### config.mk
export PLATFORM = sky130hd
export DESIGN_NAME = iq_integrate_dump
export DESIGN_NICKNAME = d
export VERILOG_FILES = /design/src/rtl/dsp_pkg.sv /design/src/rtl/iq_accumulator.sv /design/src/rtl/iq_integrate_dump.sv
export SDC_FILE = /design/constraint.sdc
export NUM_CORES = 1
export LEC_CHECK = 0
export CORE_ASPECT_RATIO = 0.9
export CORE_UTILIZATION = 50
export DETAILED_ROUTE_END_ITERATION = 10
export PLACE_DENSITY_LB_ADDON = 0.2
export SYNTH_ARGS = -nofsm -noshare
export SYNTH_HDL_FRONTEND = slang
export SYNTH_SLANG_ARGS = --single-unit
### constraint.sdc
create_clock -name clk -period 3.2 [get_ports clk]
set_clock_uncertainty 0.05 [all_clocks]
set_input_delay 0.32 -clock clk [delete_from_list [all_inputs] [get_ports clk]]
set_output_delay 0.32 -clock clk [all_outputs]
set_load 0.01 [all_outputs]
### src/rtl/dsp_pkg.sv
// Shared DSP types and helpers for the I/Q receive chain.
// Provides accumulator width sizing and the signed I/Q pair bundle.
package dsp_pkg;

  // Width needed to sum decim samples of dw bits with no overflow.
  function automatic int acc_width(input int dw, input int decim);
    return dw + $clog2(decim);
  endfunction

  localparam int IQ_DW    = 32;
  localparam int IQ_DECIM = 256;
  localparam int IQ_W     = acc_width(IQ_DW, IQ_DECIM);

  // Decimated I/Q pair handed to the magnitude/phase stage.
  typedef struct packed {
    logic signed [IQ_W-1:0] i;
    logic signed [IQ_W-1:0] q;
  } iq_pair_t;

endpackage

### src/rtl/iq_accumulator.sv
// One signed integrate-and-dump channel driven by a shared strobe.
// Ports: clk, reset_n (sync, active-low), clear, accept, dump,
// sample (DW signed in), sum (ACC_W signed dump result).
module iq_accumulator #(
  parameter int DW    = 32,
  parameter int ACC_W = 40
) (
  input  logic             clk,
  input  logic             reset_n,
  input  logic             clear,
  input  logic             accept,
  input  logic             dump,
  input  logic [DW-1:0]    sample,
  output logic [ACC_W-1:0] sum
);

  logic signed [ACC_W-1:0] acc;
  logic signed [ACC_W-1:0] ext;
  logic signed [ACC_W-1:0] nxt;

  assign ext = {{(ACC_W-DW){sample[DW-1]}}, sample};
  assign nxt = acc + ext;

  // sum keeps its value across clear; only validity is dropped.
  always_ff @(posedge clk) begin
    if (!reset_n) begin
      acc <= '0;
      sum <= '0;
    end else if (clear) begin
      acc <= '0;
    end else if (accept) begin
      if (dump) begin
        sum <= nxt;
        acc <= '0;
      end else begin
        acc <= nxt;
      end
    end
  end

endmodule

### src/rtl/iq_integrate_dump.sv
// Boxcar integrate-and-dump decimator for mixer I/Q products.
// Ports: clk, reset_n, clear, in_valid/in_i/in_q, out_valid,
// out_ready, out_i/out_q (ACC_W signed sums), overrun (sticky).
module iq_integrate_dump
  import dsp_pkg::*;
#(
  parameter int DW    = 32,
  parameter int DECIM = 256,
  parameter int ACC_W = acc_width(DW, DECIM)
) (
  input  logic             clk,
  input  logic             reset_n,
  input  logic             clear,
  input  logic             in_valid,
  input  logic [DW-1:0]    in_i,
  input  logic [DW-1:0]    in_q,
  output logic             out_valid,
  input  logic             out_ready,
  output logic [ACC_W-1:0] out_i,
  output logic [ACC_W-1:0] out_q,
  output logic             overrun
);

  localparam int CW = $clog2(DECIM);

  logic [CW-1:0] cnt;
  logic          last;
  logic          accept;
  logic          dump;

  assign last   = (cnt == CW'(DECIM - 1));
  assign accept = in_valid & ~clear;
  assign dump   = accept & last;

  // One counter for both channels keeps I and Q dumps aligned.
  always_ff @(posedge clk) begin
    if (!reset_n) begin
      cnt <= '0;
    end else if (clear) begin
      cnt <= '0;
    end else if (accept) begin
      cnt <= last ? '0 : cnt + 1'b1;
    end
  end

  // A dump re-asserts valid even when the old dump is consumed.
  always_ff @(posedge clk) begin
    if (!reset_n) begin
      out_valid <= 1'b0;
    end else if (clear) begin
      out_valid <= 1'b0;
    end else if (dump) begin
      out_valid <= 1'b1;
    end else if (out_ready) begin
      out_valid <= 1'b0;
    end
  end

  // Overrun flags a dump landing on an unconsumed output.
  always_ff @(posedge clk) begin
    if (!reset_n) begin
      overrun <= 1'b0;
    end else if (clear) begin
      overrun <= 1'b0;
    end else if (dump && out_valid && !out_ready) begin
      overrun <= 1'b1;
    end
  end

  iq_accumulator #(
    .DW    (DW),
    .ACC_W (ACC_W)
  ) u_acc_i (
    .clk     (clk),
    .reset_n (reset_n),
    .clear   (clear),
    .accept  (accept),
    .dump    (dump),
    .sample  (in_i),
    .sum     (out_i)
  );

  iq_accumulator #(
    .DW    (DW),
    .ACC_W (ACC_W)
  ) u_acc_q (
    .clk     (clk),
    .reset_n (reset_n),
    .clear   (clear),
    .accept  (accept),
    .dump    (dump),
    .sample  (in_q),
    .sum     (out_q)
  );

endmodule
==> results of run 1 <==
## flip-flops by register name, summed over array words and instances, names as in the netlist
register	flops
u_acc_q.sum	40
out_valid	1
u_acc_i.acc	40
cnt	8
u_acc_i.sum	40
u_acc_q.acc	40
overrun	1
## what timing repair did
| item | 4_1_cts | 5_1_grt |
|---|---|---|
| resized for setup | 2 | 19 |
| pin swaps | 4 | 9 |
| setup buffers | 2 | 5 |
| endpoints found under the setup margin | 6 | 27 |
## power groups by stage
| stage | clock network, W | logic, W | registers [W] |
|---|---|---|---|
| after floorplan | 0 | 0.000468 | 0.00220 |
| after global placement | 0 | 0.000799 | 0.00220 |
| after detailed placement | 0 | 0.000812 | 0.00221 |
| after CTS | 0.00204 | 0.000824 | 0.00216 |
| after global routing | 0.00213 | 0.000918 | 0.00216 |
| final | 0.00202 | 0.000847 | 0.00216 |
## cell usage after synthesis (all sizes together), types with 17 or more instances
master	count	share of area, %
dfxtp	170	34
nand2	169	6.3
nor2	92	3.4
a21oi	84	4.2
ha	79	9.8
o21ai	78	3.9
clkbuf	69	2.6
a21o	49	3.6
a21boi	43	3.2
xnor2	43	3.7
a22oi	41	3.0
xor2	37	3.2
nand3	29	1.4
nand4	23	1.4
a22o	17	1.5
and2	17	1.1
nor2b	17	1.1
## critical path: stages (launching register included)
cell                       delay [ps]
sky130_fd_sc_hd__dfxtp_2          340
sky130_fd_sc_hd__ha_4             160
sky130_fd_sc_hd__fa_2             350
sky130_fd_sc_hd__a21o_1           200
sky130_fd_sc_hd__a221oi_2         280
sky130_fd_sc_hd__nand2b_4         190
sky130_fd_sc_hd__a21oi_2           70
sky130_fd_sc_hd__a41o_1           230
sky130_fd_sc_hd__o31a_1           280
sky130_fd_sc_hd__a311oi_2         270
sky130_fd_sc_hd__buf_4            180
sky130_fd_sc_hd__o41ai_2           70
sky130_fd_sc_hd__xnor2_1          230
sky130_fd_sc_hd__o21ai_1          100
## metrics by stage
stage	setup slack [ps]	setup TNS, ps	power [W]	hold slack, ps
6_report	73.46	0	0.005022	317.8
5_1_grt	-23.13	-76.98	0.005208	348.7
4_1_cts	0.6262	0	0.005022	347.8
3_5_place_dp	-604.8	-16260	0.003018	399.7
3_3_place_gp	-493.0	-12830	0.003004	389.1
2_1_floorplan	159.7	0	0.002670	379.1
## per-layer routing
metal	routed length, um	up-vias	share of wire [%]	global-route usage, %
li1	-	4909	-	-
met1	13230	4678	46	37.02
met2	13570	332	47	46.34
met3	1716	40	5.9	4.100
met4	497	0	1.7	7.866
met5	0	-	0	0
## worst max path at each step
stage | start | to | slack, ps | depth (start not counted)
finish | u_acc_i.acc[0] | u_acc_i.sum[36] | 70 | 13
global route | u_acc_q.acc[0] | u_acc_q.acc[28] | -20 | 13
CTS | in_i[0] | u_acc_i.acc[36] | 0.6 | 14
detailed placement | in_i[0] | u_acc_i.acc[32] | -600 | 14
global placement | in_i[0] | u_acc_i.acc[36] | -490 | 14
floorplan | in_i[0] | u_acc_i.acc[32] | 160 | 12
## cells by family after synthesis
| kind of cell | count (synthesis) | synth area share [%] |
|---|---|---|
| AOI/OAI and AO/OA | 390 | 25.93 |
| xor gates and xnor gates | 80 | 6.942 |
| adders and majority gates | 81 | 10.19 |
| buffers and inverters | 88 | 3.297 |
| DFF | 170 | 33.72 |
| muxes | 14 | 1.401 |
| and+or+nand+nor | 406 | 18.52 |
## cell type report
| class | instances | share of cell area, % |
|---|---|---|
| tap | 250 | 2.317 |
| multi-input combinational | 971 | 48.01 |
| clock buffer | 17 | 3.150 |
| sequential | 170 | 25.21 |
| inverter | 13 | 0.3614 |
| timing repair buffer | 305 | 19.90 |
| clock inverter | 15 | 1.047 |
==> qor.csv, run 1 <==
stage,metric,value,unit
outcome,outcome,finished clean,
global_routing,maximum number of pins on one net before global-route repair,66,
clock_network,"Clk Latency, worst-skew pair",440,ps
clock_network,clock sinks,170,
timing,number of failing hold endpoints at the final stage,0,
run,Max-Cap Viols,0,
die,y dimension of the die,136.8,um
routing,DR vias,9959,
pwr,sequential fraction of design power,43.0,%
timing,maximum clock frequency,0.3198,GHz
routing,DRC viols,0,
worst_setup_path,endpoint of the worst-slack reg-to-reg timing path,u_acc_i.sum[36],
worst_setup_path,Worst R2R Start,u_acc_i.acc[0],
worst_setup_path,kind of capture point of the worst setup path,flop,
die,Starting Density,51.87,%
placement,total cell area at the placement stage,0.01278,sq mm
clock_network,hold bufs inserted after CTS,0,
placement,gp weighted congestion,0.9203,
pwr,leakage component of the power,5.759,nW
timing,slew at the pin with the worst max-slew slack,623.2,ps
timing,remaining max-slew budget at the tightest pin,58.45,%
logic_synthesis,cell count after synthesis,1229,
logic_synthesis,post-synth net total,1379,
timing,minimum period implied by the final worst setup slack,3127,ps
clock_network,Root Buffer,sky130_fd_sc_hd__clkbuf_16,
pwr,Internal Pwr Total,0.003626,W
timing,final-report max-slew violation count,0,
logic_synthesis,dominant register cell in the synthesized netlist,sky130_fd_sc_hd__dfxtp_1,
global_routing,via count of the first global-routing pass,9464,
pwr,clock share of power,40.2,%
die,DIE AREA,0.02076,sq mm
routing,wire per inst,16.66,um
hold_path,Tightest Hold Check Type,input port to flop,
final_layout,post-route insts no fill,1741,
routing,drt via density,5.720,
pwr,sw frac,27.80,%
worst_setup_path,"setup slack, reg-to-reg",70,ps
routing,Routed Wire Length,29010,um
final_layout,area used by sequential logic in the layout,0.003405,sq mm
hold_path,Hold Path Sink,u_acc_i.acc[0],
final_layout,Total Nets Final,1628,
pwr,total net switching power,0.001396,W
timing,# setup viols final,0,
final_layout,core occupancy in the finished layout,69.39,%
final_layout,area growth from synthesis to final layout,33.78,%
worst_setup_path,required arrival time at the worst endpoint,3460,ps
logic_synthesis,Synth async-reset ratio,0,%
pwr,"IR drop worst, VDD",0.3441,mV
logic_synthesis,summed instance area of the synthesized netlist,0.01009,sq mm
die,io pins,151,
logic_synthesis,#FFs+latches synth,170,
global_routing,number of antenna violations at the first check in global routing,0,
logic_synthesis,number of synthesized flops with an enable pin,0,
timing,period utilization,97.70,%
die,row count,48,
final_layout,"top library cells by usage in the layout, fill and taps aside","sky130_fd_sc_hd__nand2_1, sky130_fd_sc_hd__dfxtp_1, sky130_fd_sc_hd__buf_4",
timing,unrepaired setup endpoints after global routing,yes,
worst_setup_path,sort of element at the start of the critical path,flop,
worst_setup_path,critical path peak fanout,3,
final_layout,diodes inserted,0,
routing,Initial DRC Count,558,
logic_synthesis,Netlist cell types,65,
logic_synthesis,Avg Synthesized Cell Area,8.213,sq um
worst_setup_path,length in cells of the worst reg-to-reg path,13,
final_layout,multi-input combinational cell area,0.006482,sq mm
placement,placed cell count,1702,
global_routing,global routing usage summed across all routing layers,27.77,%
global_routing,global-route wire length before repair,45910,um
final_layout,Filler Cells Inserted,1563,
worst_setup_path,Worst EP arrival,3390,ps
clock_network,"CTS clk-pin slew, worst paths",70,ps
logic_synthesis,number of warnings reported in the yosys synthesis log,0,
final_layout,area of all placed cells without fillers,0.01350,sq mm
die,Core Region,0.01946,sq mm
clock_network,CTS tree,done,
pwr,power per cell area,371.9,mW/mm^2
clock_network,CTS HTree Levels,4,
die,chip width,151.8,um
worst_setup_path,Crit Path Class,flop to flop,
final_layout,fraction of layout instances using a drive strength above 1,15.09,%
clock_network,Clock Path Buffers,2,
placement,hpwl dp,20880,um
clock_network,CTS Buf Count,17,
global_routing,residual overflow from global routing,0,
pwr,Comb power frac,16.9,%
hold_path,min-delay src,in_i[0],
routing,number of detailed-routing iterations run before antenna repair,6,
placement,IO Port Bufs,150,
routing,number of nets with antenna violations after detailed routing,0,
logic_synthesis,sequential area share after synthesis,33.72,%
hold_path,WHS Path Cells,4,
Power figures use the tool's default switching activity.
==> run 2: changes to the inputs <==
--- a/config.mk
+++ b/config.mk
@@ -6,7 +6,8 @@
 export NUM_CORES = 1
 export LEC_CHECK = 0
 export CORE_ASPECT_RATIO = 0.9
-export CORE_UTILIZATION = 50
+export CORE_UTILIZATION = 51
+export CTS_BUF_LIST = sky130_fd_sc_hd__clkbuf_8
 export DETAILED_ROUTE_END_ITERATION = 10
 export PLACE_DENSITY_LB_ADDON = 0.2
 export SYNTH_ARGS = -nofsm -noshare
==> run 2 against run 1 <==
The flow now finishes with violations (setup timing). Final cell count rose by 0.40%. Clock power fell by 24%. Non-clock buffer count rose by 7. Worst hold slack improved by 20 ps. Via count fell by 0.95%. Sequential power barely moved.
==> qor.csv, run 2 (same netlist as run 1, synthesis figures left out) <==
stage,metric,value,unit
pwr,leakage component of the power,5.732,nW
clock_network,clock sinks,170,
die,Starting Density,52.36,%
worst_setup_path,required arrival time at the worst endpoint,3540,ps
timing,# setup viols final,1,
clock_network,CTS HTree Levels,4,
global_routing,global-route wire length before repair,45180,um
timing,minimum period implied by the final worst setup slack,3208,ps
timing,remaining max-slew budget at the tightest pin,60.38,%
global_routing,residual overflow from global routing,0,
final_layout,Total Nets Final,1635,
pwr,clock share of power,33.9,%
worst_setup_path,sort of element at the start of the critical path,flop,
timing,final hold slack,337.6,ps
pwr,"IR drop worst, VDD",0.2605,mV
clock_network,CTS tree,done,
worst_setup_path,critical-path cell list,"ha_4, fa_2, a21o_1, a221oi_4, nand2b_4, a21oi_4, a41o_1, o31a_1, a311oi_2, buf_4, xnor2_2, nand2_1, a21boi_1",
hold_path,Tightest Hold Check Type,input port to flop,
timing,final setup margin,-7.688,ps
worst_setup_path,Worst EP arrival,3550,ps
global_routing,maximum number of pins on one net before global-route repair,52,
routing,number of detailed-routing iterations run before antenna repair,6,
pwr,sequential fraction of design power,47.5,%
hold_path,WHS Path Cells,3,
timing,period utilization,100.2,%
worst_setup_path,critical path peak fanout,3,
routing,Routed Wire Length,28030,um
die,Core Region,0.01928,sq mm
clock_network,CTS Buf Count,17,
routing,drt via density,5.643,
worst_setup_path,CP max-delay cell,sky130_fd_sc_hd__a311oi_2,
routing,number of nets with antenna violations after detailed routing,0,
global_routing,number of antenna violations at the first check in global routing,0,
final_layout,core occupancy in the finished layout,69.52,%
die,DIE AREA,0.02036,sq mm
run,Max-Cap Viols,0,
routing,Initial DRC Count,542,
worst_setup_path,stage delay of the slowest cell on the critical path,420,ps
worst_setup_path,Crit Path Class,flop to flop,
final_layout,Filler Cells Inserted,1584,
timing,final sum of negative setup slack,-7.688,ps
die,row count,48,
die,y dimension of the die,135.5,um
routing,wire per inst,16.04,um
die,chip width,150.3,um
placement,gp weighted congestion,0.8759,
pwr,power per cell area,338.9,mW/mm^2
hold_path,Hold Path Sink,u_acc_i.sum[39],
global_routing,global routing usage summed across all routing layers,27.80,%
worst_setup_path,length in cells of the worst reg-to-reg path,13,
die,io pins,151,
placement,hpwl dp,20720,um
final_layout,area growth from synthesis to final layout,32.78,%
clock_network,"Clk Latency, worst-skew pair",460,ps
clock_network,Root Buffer,sky130_fd_sc_hd__clkbuf_8,
final_layout,diodes inserted,0,
global_routing,via count of the first global-routing pass,9326,
routing,DRC viols,0,
worst_setup_path,endpoint of the worst-slack reg-to-reg timing path,u_acc_i.sum[28],
outcome,violated checks,setup timing,
hold_path,min-delay src,reset_n,
pwr,sw frac,27.61,%
timing,slew at the pin with the worst max-slew slack,594.3,ps
pwr,total net switching power,0.001254,W
timing,maximum clock frequency,0.3118,GHz
pwr,Internal Pwr Total,0.003288,W
timing,unrepaired setup endpoints after global routing,yes,
worst_setup_path,Worst R2R Start,u_acc_i.acc[0],
outcome,outcome,"complete, but fails checks",
clock_network,"CTS clk-pin slew, worst paths",100,ps
final_layout,fraction of layout instances using a drive strength above 1,15.55,%
timing,final-report max-slew violation count,0,
placement,worst slack at placement,-592.2,ps
clock_network,Clock Path Buffers,2,
timing,number of failing hold endpoints at the final stage,0,
placement,IO Port Bufs,150,
worst_setup_path,kind of capture point of the worst setup path,flop,
pwr,Comb power frac,18.6,%
final_layout,"top library cells by usage in the layout, fill and taps aside","sky130_fd_sc_hd__nand2_1, sky130_fd_sc_hd__dfxtp_1, sky130_fd_sc_hd__buf_4",
worst_setup_path,"setup slack, reg-to-reg",-8,ps
routing,DR vias,9864,
run 2: power by group through the flow:
stage | clock network (W) | logic [W] | registers, W
4_1_cts | 0.00158 | 0.000824 | 0.00216
3_5_place_dp | 0 | 0.000816 | 0.00221
2_1_floorplan | 0 | 0.000468 | 0.00220
6_report | 0.00154 | 0.000844 | 0.00216
3_3_place_gp | 0 | 0.000804 | 0.00220
5_1_grt | 0.00167 | 0.000923 | 0.00216
run 2: metrics by stage:
step           cell area (sq um)  total power (W)  instances
2_1_floorplan              10090         0.002670       1229
3_3_place_gp               12850         0.003009       1711
3_5_place_dp               12850         0.003022       1711
4_1_cts                    13280         0.004558       1744
5_1_grt                    13400         0.004750       1748
6_report                   13400         0.004542       1748
run 2: per-layer routing:
layer | track usage (%) | vias to the layer above | wire length [um]
li1 | - | 4918 | -
met2 | 46.72 | 293 | 13170
met1 | 37.41 | 4614 | 12980
met5 | 0 | - | 0
met3 | 3.569 | 39 | 1405
met4 | 7.239 | 0 | 467
run 2: worst max-delay path, delay by kind of cell, from the launching register on:
kind	cells	cell delay (ps)
flip-flops	1	350
XOR/XNOR	1	110
AO/OA/AOI/OAI	7	1680
adder cells (fa/ha/maj)	2	500
buffers and inverters	1	190
AND/OR/NAND/NOR	2	280
run 2: worst max-delay path by stage:
stage	from	to	slack (ps)	depth (start not counted)
floorplan	in_i[0]	u_acc_i.acc[32]	160	12
global placement	in_i[0]	u_acc_i.acc[32]	-510	13
detailed placement	in_i[0]	u_acc_i.acc[32]	-590	13
CTS	u_acc_i.acc[0]	u_acc_i.sum[28]	40	13
global route	u_acc_i.acc[0]	u_acc_i.sum[28]	-130	13
finish	u_acc_i.acc[0]	u_acc_i.sum[28]	-8	13
run 2: layout make-up:
cell class | count | area, sq um | area share, %
Clock inverter | 9 | 88.84 | 0.6629
Timing Repair Buffer | 312 | 2738 | 20.43
Tap cell | 250 | 312.8 | 2.334
Sequential cell | 170 | 3405 | 25.40
Multi-Input combinational cell | 971 | 6492 | 48.45
Clock buffer | 23 | 316.6 | 2.362
Inverter | 13 | 48.80 | 0.3641
run 2: what timing repair did:
action                                  4_1_cts  5_1_grt
cloned                                        0        0
pin swaps                                     3       15
buffers inserted                              1        4
endpoints found under the setup margin        6       23
hold buffers                                  0        0
endpoints found under the hold margin         0        0
gates resized for setup                       2       20
==> run 3: changes to the inputs <==
--- a/config.mk
+++ b/config.mk
@@ -9,7 +9,10 @@
 export CORE_UTILIZATION = 51
 export CTS_BUF_LIST = sky130_fd_sc_hd__clkbuf_8
 export DETAILED_ROUTE_END_ITERATION = 10
+export GPL_TIMING_DRIVEN = 0
+export HOLD_SLACK_MARGIN = 0.02
 export PLACE_DENSITY_LB_ADDON = 0.2
+export SLEW_MARGIN = 15
 export SYNTH_ARGS = -nofsm -noshare
 export SYNTH_HDL_FRONTEND = slang
 export SYNTH_SLANG_ARGS = --single-unit
==> run 3 against run 2 <==
The flow still finishes with violations (setup timing). First-iteration DRC count up 6.3%. Design area decreased by 5.1%. Critical path type is now input port to flop. Worst setup slack got worse by 58 ps. Clock-buffer cell count decreased by 3. Core utilization fell by 3.5 points. Flip-flop and latch count stayed put. Worst hold slack improved by 73 ps. Final cell count down 4.3%. Clock power rose by 8%. Sequential share of layout area increased by 1.4 points.
==> qor.csv, run 3 (same netlist as run 1, synthesis figures left out) <==
stage,metric,value,unit
outcome,outcome,"complete, but fails checks",
outcome,violated checks,setup timing,
pwr,sw frac,28.19,%
timing,maximum clock frequency,0.3062,GHz
clock_network,Root Buffer,sky130_fd_sc_hd__clkbuf_8,
run,Max-Cap Viols,0,
pwr,sequential fraction of design power,47.1,%
timing,period utilization,102.1,%
clock_network,Clock Path Buffers,2,
pwr,Comb power frac,16.6,%
timing,number of failing hold endpoints at the final stage,0,
worst_setup_path,critical path peak fanout,3,
hold_path,Tightest Hold Check Type,flop to flop,
global_routing,global routing usage summed across all routing layers,29.35,%
worst_setup_path,CP max-delay cell,sky130_fd_sc_hd__clkdlybuf4s50_1,
timing,final setup margin,-65.95,ps
worst_setup_path,critical path's top delay family,compound AO/OA/AOI/OAI gates,
final_layout,area growth from synthesis to final layout,26.03,%
pwr,leakage component of the power,5.179,nW
timing,unrepaired setup endpoints after global routing,yes,
clock_network,hold bufs inserted after CTS,0,
worst_setup_path,critical-path cell list,"clkdlybuf4s50_1, ha_4, fa_2, a21o_1, a221oi_2, nand2b_4, a21oi_4, a41o_1, o31a_1, a311oi_4, buf_6, o41ai_4, xnor2_2, o21ai_1",
final_layout,area of all placed cells without fillers,0.01272,sq mm
die,Core Region,0.01928,sq mm
final_layout,"top library cells by usage in the layout, fill and taps aside","sky130_fd_sc_hd__dfxtp_1, sky130_fd_sc_hd__nand2_1, sky130_fd_sc_hd__clkdlybuf4s50_1",
global_routing,maximum number of pins on one net before global-route repair,17,
timing,final-report max-slew violation count,0,
placement,total cell area at the placement stage,0.01191,sq mm
die,Starting Density,52.36,%
clock_network,CTS HTree Levels,4,
routing,number of nets with antenna violations after detailed routing,0,
routing,wire per inst,17.78,um
pwr,"IR drop worst, VDD",0.2495,mV
die,row count,48,
pwr,total net switching power,0.001291,W
placement,placed cell count,1629,
placement,IO Port Bufs,150,
final_layout,diodes inserted,0,
global_routing,via count of the first global-routing pass,8911,
worst_setup_path,Worst EP arrival,3550,ps
placement,gp weighted congestion,0.9199,
die,io pins,151,
final_layout,fraction of layout instances using a drive strength above 1,7.314,%
global_routing,number of antenna violations at the first check in global routing,1,
worst_setup_path,Crit Path Class,input port to flop,
worst_setup_path,stage delay of the slowest cell on the critical path,470,ps
routing,drt via density,5.816,
clock_network,clock sinks,170,
final_layout,Total Nets Final,1559,
routing,Routed Wire Length,29730,um
pwr,power per cell area,359.9,mW/mm^2
routing,DRC viols,0,
die,DIE AREA,0.02036,sq mm
timing,# setup viols final,5,
worst_setup_path,kind of capture point of the worst setup path,flop,
global_routing,global-route wire length before repair,46040,um
final_layout,post-route insts no fill,1672,
routing,DR vias,9725,
final_layout,most frequent standard cell in the layout excluding fill and tap cells,sky130_fd_sc_hd__dfxtp_1,
clock_network,CTS Buf Count,17,
clock_network,"CTS clk-pin slew, worst paths",90,ps
pwr,clock share of power,36.3,%
clock_network,CTS tree,done,
timing,minimum period implied by the final worst setup slack,3266,ps
timing,remaining max-slew budget at the tightest pin,43.65,%
timing,final sum of negative setup slack,-204.0,ps
die,chip width,150.3,um
worst_setup_path,sort of element at the start of the critical path,input port,
placement,worst slack at placement,-819.8,ps
worst_setup_path,required arrival time at the worst endpoint,3490,ps
global_routing,residual overflow from global routing,0,
pwr,Internal Pwr Total,0.003288,W
clock_network,"Clk Latency, worst-skew pair",470,ps
timing,slew at the pin with the worst max-slew slack,845.2,ps
routing,Initial DRC Count,576,
placement,hpwl dp,22110,um
routing,number of detailed-routing iterations run before antenna repair,5,
worst_setup_path,count of buffering cells on the critical path with inverters included,2,
die,y dimension of the die,135.5,um
run 3: repair_timing:
action,4_1_cts,5_1_grt
setup endpoints to repair,32,50
setup buffers,6,14
pin swaps,11,28
cloned,0,0
resized for setup,26,31
run 3: power by group through the flow:
stage / combinational [W] / clock, W / sequential, W
3_5_place_dp: 0.000703 / 0 / 0.00221
4_1_cts: 0.000726 / 0.00169 / 0.00216
5_1_grt: 0.000828 / 0.00178 / 0.00216
6_report: 0.000761 / 0.00166 / 0.00216
2_1_floorplan: 0.000468 / 0 / 0.00220
3_3_place_gp: 0.000703 / 0 / 0.00221
run 3: layout make-up:
class / instances / area (sq um)
Buffer: 66 / 251.5
Clock buffer: 20 / 275.3
Clock inverter: 12 / 147.6
Fill cell: 1662 / 6558
Inverter: 13 / 48.80
Multi-Input combinational cell: 971 / 6626
Sequential cell: 170 / 3405
Tap cell: 250 / 312.8
Timing Repair Buffer: 170 / 1654
run 3: worst paths after layout:
check | slack [ps] | start | endpoint | cells past startpoint
worst min-delay path | 410 | u_acc_i.acc[36] | u_acc_i.acc[36] | 2
worst min register to register | 410 | u_acc_i.acc[36] | u_acc_i.acc[36] | 2
worst max-delay path | -70 | in_i[0] | u_acc_i.acc[36] | 14
worst max register to register | -60 | u_acc_i.acc[0] | u_acc_i.acc[36] | 13
run 3: per-stage QoR:
stage | util, % | power (W) | hold slack (ps)
final | 65.99 | 0.004578 | 410.5
after global routing | 65.99 | 0.004770 | 434.7
after CTS | 64.82 | 0.004568 | 410.2
after detailed placement | 61.77 | 0.002909 | 398.4
after global placement | 61.77 | 0.002908 | 388.1
after floorplan | - | 0.002670 | 379.1
run 3: worst min-delay path, stage by stage (launching register included):
cell and delay, ps:
sky130_fd_sc_hd__dfxtp_1 320, sky130_fd_sc_hd__nand2_1 50, sky130_fd_sc_hd__o21ai_1 50
run 3: metal layers:
metal,track usage (%),vias to the layer above,wire length [um]
met1,41.34,4601,14120
met5,0,-,0
met2,45.34,315,13120
li1,-,4758,-
met3,4.377,51,1758
met4,10.33,0,730
